--- src/rtl/legv8_fetch_queue.sv ---
// legv8_fetch_queue: instruction-fetch front end for the LEGv8 core.
// Owns the fetch PC, issues one word read at a time to instruction memory
// (req/ack), buffers returned words tagged with their PC in a small FIFO and
// hands them to the control unit over valid/ready. A redirect flushes the
// queue and restarts fetch; a request already in flight is waited out in
// DROP so its data never enters the queue.
// Optional build macro FETCH_PERF_EN adds saturating fetch/flush counters.
module legv8_fetch_queue #(
    parameter int unsigned DEPTH    = 4,
    parameter logic [31:0] RESET_PC = 32'h0
) (
    input  logic        clock,
    input  logic        RST,
    output logic        imem_req,
    output logic [31:0] imem_addr,
    input  logic        imem_ack,
    input  logic [31:0] imem_rdata,
    output logic        instr_valid,
    input  logic        instr_ready,
    output logic [31:0] instr,
    output logic [31:0] instr_pc,
    input  logic        redirect,
    input  logic [31:0] redirect_pc
`ifdef FETCH_PERF_EN
    ,
    output logic [31:0] perf_fetched,
    output logic [15:0] perf_flushes
`endif
);

    localparam int unsigned AW = (DEPTH > 1) ? $clog2(DEPTH) : 1;
    localparam logic [AW:0] DEPTH_C = (AW + 1)'(DEPTH);

    typedef enum logic [1:0] {
        IDLE = 2'd0,
        REQ  = 2'd1,
        DROP = 2'd2
    } state_t;

    typedef struct packed {
        logic [31:0] pc;
        logic [31:0] word;
    } entry_t;

    state_t        state, state_nxt;
    logic [31:0]   fetch_pc, fetch_pc_nxt;
    logic [31:0]   pend_pc, pend_pc_nxt;
    logic [31:0]   redir_tgt;

    entry_t        fifo_mem [DEPTH];
    logic [AW-1:0] rd_ptr, wr_ptr;
    logic [AW:0]   count, count_nxt;

    logic          ack_live;
    logic          push;
    logic          pop;

    // Word-aligned redirect target; the low two bits are not part of the PC.
    assign redir_tgt = {redirect_pc[31:2], 2'b00};

    // A request is outstanding in REQ and DROP; the address is the fetch PC,
    // which only moves on an ack, so it stays stable while a request waits.
    assign imem_req  = (state != IDLE);
    assign imem_addr = fetch_pc;
    assign ack_live  = imem_req & imem_ack;

    // Redirect hides the head immediately so nothing stale is consumed.
    assign instr_valid = (count != '0) & ~redirect;
    assign pop         = instr_valid & instr_ready;
    // Only a live REQ ack delivers a usable word; DROP acks are stale.
    assign push        = (state == REQ) & ack_live & ~redirect;

    assign instr    = fifo_mem[rd_ptr].word;
    assign instr_pc = fifo_mem[rd_ptr].pc;

    // Occupancy after this edge, used both for the FIFO and for issue gating.
    always_comb begin
        count_nxt = count;
        if (redirect)
            count_nxt = '0;
        else
            count_nxt = count + {{AW{1'b0}}, push} - {{AW{1'b0}}, pop};
    end

    // Fetch FSM: next state, next fetch PC and pending redirect target.
    always_comb begin
        state_nxt    = state;
        fetch_pc_nxt = fetch_pc;
        pend_pc_nxt  = pend_pc;
        case (state)
            IDLE: begin
                if (redirect) begin
                    fetch_pc_nxt = redir_tgt;
                    state_nxt    = REQ;
                end else if (count_nxt < DEPTH_C) begin
                    state_nxt = REQ;
                end
            end
            REQ: begin
                if (redirect) begin
                    if (ack_live) begin
                        // Request completes now; its data is dropped by the flush.
                        fetch_pc_nxt = redir_tgt;
                        state_nxt    = REQ;
                    end else begin
                        // Address must stay put until the ack, so park the target.
                        pend_pc_nxt = redir_tgt;
                        state_nxt   = DROP;
                    end
                end else if (ack_live) begin
                    fetch_pc_nxt = fetch_pc + 32'd4;
                    state_nxt    = (count_nxt < DEPTH_C) ? REQ : IDLE;
                end
            end
            DROP: begin
                if (ack_live) begin
                    fetch_pc_nxt = redirect ? redir_tgt : pend_pc;
                    state_nxt    = REQ;
                end else if (redirect) begin
                    pend_pc_nxt = redir_tgt;
                end
            end
            default: state_nxt = IDLE;
        endcase
    end

    // FSM state, fetch PC and pending target registers.
    always_ff @(posedge clock or posedge RST) begin
        if (RST) begin
            state    <= IDLE;
            fetch_pc <= RESET_PC;
            pend_pc  <= RESET_PC;
        end else begin
            state    <= state_nxt;
            fetch_pc <= fetch_pc_nxt;
            pend_pc  <= pend_pc_nxt;
        end
    end

    // FIFO pointers and occupancy; a redirect empties the queue outright.
    always_ff @(posedge clock or posedge RST) begin
        if (RST) begin
            rd_ptr <= '0;
            wr_ptr <= '0;
            count  <= '0;
        end else begin
            count <= count_nxt;
            if (redirect) begin
                rd_ptr <= '0;
                wr_ptr <= '0;
            end else begin
                if (push) wr_ptr <= wr_ptr + 1'b1;
                if (pop)  rd_ptr <= rd_ptr + 1'b1;
            end
        end
    end

    // FIFO storage; cleared on reset so the head reads as zero.
    always_ff @(posedge clock or posedge RST) begin
        if (RST) begin
            for (int i = 0; i < int'(DEPTH); i++)
                fifo_mem[i] <= '0;
        end else if (push) begin
            fifo_mem[wr_ptr] <= '{pc: fetch_pc, word: imem_rdata};
        end
    end

`ifdef FETCH_PERF_EN
    // Saturating counters of delivered instructions and redirect cycles.
    always_ff @(posedge clock or posedge RST) begin
        if (RST) begin
            perf_fetched <= '0;
            perf_flushes <= '0;
        end else begin
            if (push && (perf_fetched != '1))
                perf_fetched <= perf_fetched + 32'd1;
            if (redirect && (perf_flushes != '1))
                perf_flushes <= perf_flushes + 16'd1;
        end
    end
`endif

endmodule

--- config.mk ---
export PLATFORM = sky130hd
export DESIGN_NAME = legv8_fetch_queue
export DESIGN_NICKNAME = d
export VERILOG_FILES = /design/src/rtl/legv8_fetch_queue.sv
export SDC_FILE = /design/constraint.sdc
export NUM_CORES = 1
export LEC_CHECK = 0
export CORE_UTILIZATION = 35
export CTS_CLUSTER_DIAMETER = 50
export CTS_CLUSTER_SIZE = 28
export DETAILED_ROUTE_END_ITERATION = 10
export SETUP_SLACK_MARGIN = 0.5
export SLEW_MARGIN = 20
export SYNTH_ARGS = -nofsm -noshare
export SYNTH_HDL_FRONTEND = slang
export SYNTH_SLANG_ARGS = --single-unit
--- constraint.sdc ---
create_clock -name clock -period 24.9 [get_ports clock]
set_input_delay 2.49 -clock clock [delete_from_list [all_inputs] [get_ports clock]]
set_output_delay 2.49 -clock clock [all_outputs]
set_load 0.02 [all_outputs]
==> qor.csv <==
metric;value;unit
status;completed;
initial drt markers;485;
Mapped Nets;1180;
placed cell count;1773;
Setup WS pre-CTS;18.46;ns
Reg-to-Reg End;state[0];
Synth top cells by count;329 x dfrtp_1, 286 x mux2_2, 64 x mux4_2;
min Tclk post-route;6.43;ns
total vias in the final route;9740;
first-pass GRT wire length;60300;microns
Detail Route Antenna Nets;0;
Leak;8.48;nW
# rows;76;
unrepaired setup endpoints after global routing;false;
dominant synthesized flop cell;dfrtp_1;
non-filler cells, final;1848;
GRT Residual Overflow;0;
ratio of cells with drive above 1 in the final layout;36.2;%
Ports;167;
Reg2Reg Setup Slack;21.14;ns
Remaining DRCs;0;
switching power;806;uW
H-tree level count;2;
GP Congestion;0.766;
die height;212;microns
clk_skew;0.0293;ns
Nets;1313;
Avg Inst Size Synth;14.0;sq um
clock buffer depth;3;
Num Clock Sinks;329;
die footprint;0.0448;sq mm
clock latency on the worst-skew pair;0.57;ns
pwr/cell area;124;mW/mm^2
Synth Cell Area;0.0154;sq mm
most frequent cell after synthesis;dfrtp_1;
top cell type's share of synthesized area;53.5;%
yosys warns;0;
All-Layer GR Usage;17.5;%
Comb pwr share;36.8;%
CTS resizes;0;
Sw Share;34.2;%
Fin Setup TNS;0;ns
fin area;0.0190;sq mm
origin of the critical flop-to-flop path;state[1];
Clk pin slew, worst setup/hold paths;0.06;ns
Worst Tran Pin Value;1.04;ns
final setup margin;18.47;ns
initial antenna violation count;3;
Pint;1.55;mW
CTS tree;done;
Seq pwr share;35.1;%
vias per inst;5.27;
max cap viols;0;
final hold slack;0.492;ns
Initial Util;35.6;%
Fmax;156;MHz
WL per Instance;20.4;microns
Area growth, synth to finish;23.7;%
# setup viols final;0;
final hold vios;0;
Clock power frac;28.1;%
max_slew headroom;30.9;%
die extent in x;212;microns
cell depth of the worst flop-to-flop path;14;
Setup crit start kind;input port;
Root Buffer;clkbuf_16;
Peak VDD IR;0.0596;mV
most area-consuming cells after synthesis;dfrtp_1 53%, mux2_2 21%, mux4_2 9.4%;
CTS Hold Buffers Added;0;
core area;0.0433;sq mm
Slew Limit Fails;0;
Synth cell types;63;
critical path data required time;22.41;ns
period utilization;25.8;%
Routed WL;37800;microns
vias in the first global route;10620;
EDFF count, synth;0;
cell accounting for the most synthesized area;dfrtp_1;
Post-DP HPWL;22900;microns
placed cell area;0.0175;sq mm
1st-pass router iterations;5;
largest net degree at the start of global routing;127;
sequential share of the synthesized area;53.5;%
critical setup path kind;input port to primary output;
CP endpoint;instr_valid;
post-layout power;2.36;mW
CTS Buf Count;41;
arrival time worst endpoint;3.94;ns
Core Util, Final;44.0;%
post-synthesis cell count;1098;
Worst Path Max Fanout;24;
CP startpoint;redirect;
# port buffers;164;
Yosys reg bits;329;
Setup Fix Bufs, Post-CTS;0;
ys async rst share;100;%
Crit. End Element;primary output;
Hold WC Path Type;register to register;
placed cells by master (no fill, tap or decap), types with 5 or more instances in the layout:
| master | Yosys | final |
|---|---|---|
| a22oi_1 | 8 | 8 |
| nor3_1 | 6 | 6 |
| a221oi_1 | 5 | 5 |
| clkbuf_8 | 0 | 6 |
| buf_4 | 8 | 14 |
| mux4_2 | 64 | 64 |
| nand4_1 | 11 | 11 |
| o21ai_0 | 45 | 45 |
| a31oi_1 | 7 | 7 |
| and3_1 | 6 | 6 |
| a22o_1 | 6 | 6 |
| mux2_2 | 286 | 286 |
| nand2_1 | 30 | 30 |
| xor2_1 | 6 | 6 |
| a32oi_1 | 8 | 8 |
| bufinv_16 | 0 | 8 |
| clkdlybuf4s50_1 | 0 | 164 |
| ha_1 | 12 | 12 |
| dfrtp_1 | 329 | 327 |
| nor4_1 | 5 | 5 |
| a21oi_1 | 12 | 12 |
| clkbuf_16 | 0 | 43 |
| nand3_1 | 17 | 17 |
| clkinvlp_4 | 0 | 6 |
| inv_1 | 16 | 15 |
| and2_1 | 7 | 7 |
| nor2_1 | 47 | 47 |
power by group through the flow:
stage	Combinational (mW)	Clock, mW	Sequential, mW
2_1_floorplan	0.599	0	0.781
3_3_place_gp	0.857	0	0.830
3_5_place_dp	0.876	0	0.838
4_1_cts	0.878	0.681	0.831
5_1_grt	0.934	0.700	0.857
6_report	0.868	0.662	0.829
worst min-delay path by stage:
stage / start / end / slack, ns / depth (start not counted)
6_report: pend_pc[1] / pend_pc[1] / 0.49 / 1
5_1_grt: fifo_mem[2] / fifo_mem[2] / 0.51 / 1
4_1_cts: pend_pc[1] / pend_pc[1] / 0.49 / 1
3_5_place_dp: pend_pc[1] / pend_pc[1] / 0.48 / 1
3_3_place_gp: pend_pc[1] / pend_pc[1] / 0.47 / 1
2_1_floorplan: pend_pc[0] / pend_pc[0] / 0.45 / 1
layout make-up:
cell class	instances	area, sq um
well taps	585	732
repair buffers	180	1790
fillers	3923	24200
clock inverters	24	368
flip-flops and latches	329	8240
clock buffers	50	1160
multi-input cells	663	6680
diodes	1	2.50
inverters	16	67.6
routing by layer:
layer | wire length [microns] | vias to the layer above | GRT usage, %
met5 | 27 | - | 0
met4 | 1010 | 4 | 6.57
met3 | 2410 | 72 | 4.48
met2 | 17700 | 260 | 28.4
met1 | 16700 | 5035 | 22.3
li1 | - | 4369 | -
registers in the layout, summed over array words and instances, names as in the netlist:
name,flops
rd_ptr,2
imem_addr,32
count,3
pend_pc,32
wr_ptr,2
state,2
fifo_mem,256
critical path, cell delays in order:
cell and delay, ns:
clkdlybuf4s50_1 0.39, buf_4 0.22, nor2_1 0.12, clkdlybuf4s50_1 0.70
logic make-up (layout without fill, tap and decap cells):
kind of cell | Yosys count | in the layout | synth area share [%]
multiplexers | 353 | 353 | 30.5
flip-flops | 329 | 329 | 53.5
AND/OR/NAND/NOR | 158 | 158 | 5.40
AO/OA/AOI/OAI | 129 | 129 | 5.71
buffers and inverters | 106 | 270 | 3.26
adder cells (fa/ha/maj) | 13 | 13 | 1.11
XOR/XNOR | 10 | 10 | 0.569
other | 0 | 1 | 0
(Power assumes the default switching activity.)
